`src/rtl/vga_mem_arbiter.sv`:
```
// Video RAM arbiter: the VGA controller has fixed priority, CPU accesses are slotted
// into cycles the VGA announced as free one cycle ahead.
module vga_mem_arbiter #(
    parameter int ADDR_W = 16,
    parameter int DATA_W = 8,
    parameter int WAIT_W = 8
) (
    input  logic              i_clk,
    input  logic              i_reset,
    input  logic [ADDR_W-1:0] i_vga_addr,
    input  logic              i_vga_cs,
    input  logic              i_vga_access,
    output logic [DATA_W-1:0] o_vga_dat,
    input  logic [ADDR_W-1:0] i_cpu_addr,
    input  logic [DATA_W-1:0] i_cpu_dat,
    input  logic              i_cpu_cs,
    input  logic              i_cpu_we,
    output logic [DATA_W-1:0] o_cpu_dat,
    output logic              o_cpu_ack,
    output logic [ADDR_W-1:0] o_ram_addr,
    output logic [DATA_W-1:0] o_ram_dat,
    input  logic [DATA_W-1:0] i_ram_dat,
    output logic              o_ram_cs,
    output logic              o_ram_we,
    input  logic              i_clr_status,
    output logic              o_collision,
    output logic [WAIT_W-1:0] o_max_wait
);

    typedef enum logic [1:0] {
        S_IDLE,
        S_WAIT,
        S_XFER,
        S_DONE
    } state_t;

    state_t            r_state;
    logic [ADDR_W-1:0] r_addr;
    logic [DATA_W-1:0] r_dat;
    logic              r_we;
    logic [WAIT_W-1:0] r_wait_cnt;
    logic [DATA_W-1:0] r_cpu_dat;
    logic              r_ack;
    logic              r_collision;
    logic [WAIT_W-1:0] r_max_wait;
    logic              w_cpu_owns;

    // A VGA strobe during XFER is a protocol violation; VGA still wins the RAM.
    assign w_cpu_owns = (r_state == S_XFER) && !i_vga_cs;

    assign o_ram_addr  = w_cpu_owns ? r_addr : i_vga_addr;
    assign o_ram_cs    = w_cpu_owns | i_vga_cs;
    assign o_ram_we    = w_cpu_owns & r_we;
    assign o_ram_dat   = r_dat;
    assign o_vga_dat   = i_ram_dat;
    assign o_cpu_dat   = r_cpu_dat;
    assign o_cpu_ack   = r_ack;
    assign o_collision = r_collision;
    assign o_max_wait  = r_max_wait;

    always_ff @(posedge i_clk or posedge i_reset) begin
        if (i_reset) begin
            r_state     <= S_IDLE;
            r_addr      <= '0;
            r_dat       <= '0;
            r_we        <= 1'b0;
            r_wait_cnt  <= '0;
            r_cpu_dat   <= '0;
            r_ack       <= 1'b0;
            r_collision <= 1'b0;
            r_max_wait  <= '0;
        end else begin
            r_ack <= 1'b0;
            // Status clear sits first so a same-cycle set/update below overrides it.
            if (i_clr_status) begin
                r_collision <= 1'b0;
                r_max_wait  <= '0;
            end
            case (r_state)
                S_IDLE: begin
                    if (i_cpu_cs) begin
                        r_addr     <= i_cpu_addr;
                        r_dat      <= i_cpu_dat;
                        r_we       <= i_cpu_we;
                        r_wait_cnt <= '0;
                        r_state    <= S_WAIT;
                    end
                end
                S_WAIT: begin
                    if (!i_vga_access) begin
                        r_state <= S_XFER;
                    end else if (r_wait_cnt != {WAIT_W{1'b1}}) begin
                        r_wait_cnt <= r_wait_cnt + 1'b1;
                    end
                end
                S_XFER: begin
                    if (i_vga_cs) begin
                        r_collision <= 1'b1;
                        r_state     <= S_WAIT;
                    end else begin
                        if (!r_we) begin
                            r_cpu_dat <= i_ram_dat;
                        end
                        r_max_wait <= (r_wait_cnt > r_max_wait) ? r_wait_cnt : r_max_wait;
                        r_ack      <= 1'b1;
                        r_state    <= S_DONE;
                    end
                end
                S_DONE: begin
                    r_state <= S_IDLE;
                end
                default: begin
                    r_state <= S_IDLE;
                end
            endcase
        end
    end

endmodule

```
`config.mk`:
```
export PLATFORM = sky130hd
export DESIGN_NAME = vga_mem_arbiter
export DESIGN_NICKNAME = d
export VERILOG_FILES = /design/src/rtl/vga_mem_arbiter.sv
export SDC_FILE = /design/constraint.sdc
export NUM_CORES = 1
export LEC_CHECK = 0
export CELL_PAD_IN_SITES_DETAIL_PLACEMENT = 2
export CELL_PAD_IN_SITES_GLOBAL_PLACEMENT = 2
export CORE_MARGIN = 3
export CORE_UTILIZATION = 28
export CTS_CLUSTER_SIZE = 8
export DETAILED_ROUTE_END_ITERATION = 10
export PLACE_DENSITY = 0.88
export SYNTH_ARGS = -nofsm -noshare
export SYNTH_HDL_FRONTEND = slang
export SYNTH_SLANG_ARGS = --single-unit
```
`constraint.sdc`:
```
create_clock -name i_clk -period 4.9 [get_ports i_clk]
set_clock_uncertainty 0.1 [all_clocks]
set_input_delay 0.98 -clock i_clk [delete_from_list [all_inputs] [get_ports i_clk]]
set_output_delay 0.98 -clock i_clk [all_outputs]
set_load 0.005 [all_outputs]
```
==> results.cfg <==
[clock_tree]
cts_hold_buf = 0
clk_pin_slew_worst_paths_ps = 100
clock_latency_ps = 310
cts_buffers = 5
cts_setup_buffers = 0
ctsResizeCount = 0
cts.sink_count = 53
h-tree-depth = 2
cts_tree = done
root_buffer = clkbuf_8
clk_path_buf_depth = 2

[worst_setup_path]
cpPeakStageDelay_ps = 510
crit_buf_inv = 3
crit_fanout = 20
cp-start-kind = input port
path_class = input port to output pin
path_cells = clkdlybuf4s50_1, nor2_2, nand2_2, inv_2, and2_1, clkdlybuf4s50_1
crit_path_end_kind = output pin
critPathTopFamily = buffers and inverters
crit_arrival_ps = 2680
required_ps = 3820
cpMaxStageDelayCell = clkdlybuf4s50_1
crit_top_cell = clkdlybuf4s50_1

[timing]
hold_viol = 0
relSlewSlack_pct = 37.4
worst_pin_slew_ps = 935
maxSlewViolCount = 0
period_share_pct = 76.7
rsz0062_at_grt = no
max_freq_mhz = 266
setup_viol = 0
min_period_ps = 3760
setup_tns_ps = 0

[global_routing]
grt_max_degree = 33
use_met3_pct = 2.55
grt_util_all_layers_pct = 15.0
grt_overflow = 0
antenna_found_initial = 0
grt_pass1_vias = 2504
grtUsageMet2_pct = 28.8
grt-busiest-layer = met2
grt_first_pass_wirelength_mm = 13.2
grt_use_met1_pct = 17.2

[placed_design]
dpl_cell_area_um2 = 3800
gp_congestion = 0.767
dp_hpwl_mm = 6.19
port_buffers = 106

[yosys]
syn_area_um2 = 2680
syn_inst = 245
yosysWarnings = 0
synth_cell_types = 41
ys_top_cells_by_count = nand2_1, dfrtp_1, mux2_2
synth-seq-area-share_pct = 49.5
synth_enable_flop_cells = 0
synth_top_area_share_pct = 49.5
yosys_register_bits = 53
synthTopCellsByArea = dfrtp_1, mux2_2, nand2_1
synth_top_area_cell = dfrtp_1
syn_avg_cell_area_um2 = 10.9
dominantRegCellSynth = dfrtp_1
syn_nets = 309
yosysMostFrequentCell = nand2_1
synth_async_sr_flop_share_pct = 100

[die]
die_x_um = 104
die_h_um = 104
die_area_um2 = 10800
fp-row-count = 35
ios = 107
start_util_pct = 28.8
core_um2 = 9280

[detailed_routing]
viasPerCell = 4.61
routed_wirelength_mm = 8.02
wire_per_inst_um = 16.9
ant_nets = 0
first_pass_iters = 2
vias = 2184
drt_iter0_drc = 46
drc = 0

[pwr]
p_per_area_nw_per_um2 = 422
ir_worst_vdd_mv = 0.165
power_leakage_nw = 1.71

[cells_and_area]
nets = 408
layout-drive-gt1-share_pct = 18.3
diodes = 0
area_delta_synth_final_pct = 45.4
stdcell_area_um2 = 3890

[job]
cap_violations = 0

[worst_hold_path]
hold_path.class = flop to flop

[outcome]
status = finished, final reports clean
layout by cell type, fill, tap and decap left out:
| cell | n |
|---|---|
| a211oi_2 | 1 |
| a21o_1 | 2 |
| a21oi_1 | 7 |
| a21oi_2 | 1 |
| a311oi_4 | 1 |
| a32o_1 | 1 |
| a41oi_1 | 1 |
| and2_1 | 1 |
| and3_1 | 2 |
| and4_1 | 1 |
| and4_4 | 1 |
| buf_4 | 4 |
| clkbuf_8 | 5 |
| clkdlybuf4s50_1 | 106 |
| clkinv_2 | 1 |
| clkinvlp_4 | 1 |
| dfrtp_1 | 53 |
| ha_1 | 9 |
| inv_1 | 13 |
| inv_2 | 2 |
| inv_6 | 1 |
| mux2_1 | 2 |
| mux2_2 | 37 |
| mux2i_1 | 3 |
| nand2_1 | 56 |
| nand2_2 | 1 |
| nand4_1 | 5 |
| nand4b_1 | 1 |
| nor2_1 | 7 |
| nor2_2 | 3 |
| nor2_4 | 1 |
| nor2b_1 | 1 |
| nor3b_2 | 1 |
| o211ai_1 | 1 |
| o21ai_0 | 3 |
| o21ai_2 | 1 |
| o22ai_1 | 1 |
| or2b_2 | 1 |
| xnor2_1 | 2 |
| xor2_1 | 4 |
area by class of cell:
type / count / area [µm²]
Clock buffer: 5 / 68.8
Timing Repair Buffer: 110 / 1090
Tap cell: 129 / 161
Sequential cell: 53 / 1330
Fill cell: 992 / 5390
Clock inverter: 3 / 21.3
Inverter: 15 / 56.3
Multi-Input combinational cell: 159 / 1170
metrics by stage:
stage          power (mW)  worst slack (ps)  std cells  util [%]  hold slack (ps)
6_report             1.64              1140        474      41.9              411
4_1_cts              1.68              1120        474      41.9              420
3_3_place_gp         1.37              1200        466      41.0              389
3_5_place_dp         1.41              1120        466      41.0              396
5_1_grt              1.76               976        474      41.9              439
2_1_floorplan        1.06              1970        245         -              380
flip-flops by register name, summed over array words and instances, names as in the netlist:
signal and count:
o_max_wait 8, o_cpu_dat 8, r_we 1, r_state 2, o_cpu_ack 1, r_addr 16, o_ram_dat 8, o_collision 1
r_wait_cnt 8
routing by layer:
| layer | vias to the layer above | wire, µm |
|---|---|---|
| li1 | 1010 | - |
| met1 | 1113 | 3270 |
| met2 | 57 | 4360 |
| met3 | 4 | 326 |
| met4 | 0 | 59 |
| met5 | - | 0 |
power breakdown:
part / internal, mW / switching [mW]
sequential: 0.597 / 0.119
combinational: 0.415 / 0.253
clock: 0.102 / 0.155
total: 1.11 / 0.527
worst paths after layout:
path	slack (ps)	end	from	cells after the start
max reg2reg	2650	r_addr[3]	r_state[1]	3
max	1140	o_ram_we	i_vga_cs	6
min in group asynchronous	910	r_wait_cnt[2]	i_reset	2
min	410	o_ram_dat[4]	o_ram_dat[4]	1
min reg2reg	410	o_ram_dat[4]	o_ram_dat[4]	1
max in group asynchronous	2990	r_state[1]	i_reset	3
kinds of logic (layout without fill, tap and decap cells):
kind of cell,after synthesis,in the layout,synth area share [%]
AO/OA/AOI/OAI,20,20,5.75
XOR/XNOR,6,6,1.96
adder cells (fa/ha/maj),9,9,4.21
buffers and inverters,33,133,7.06
flip-flops,53,53,49.5
multiplexers,42,42,17.5
AND/OR/NAND/NOR,82,82,14.0
Note: power is estimated with default switching activity, not from simulation.
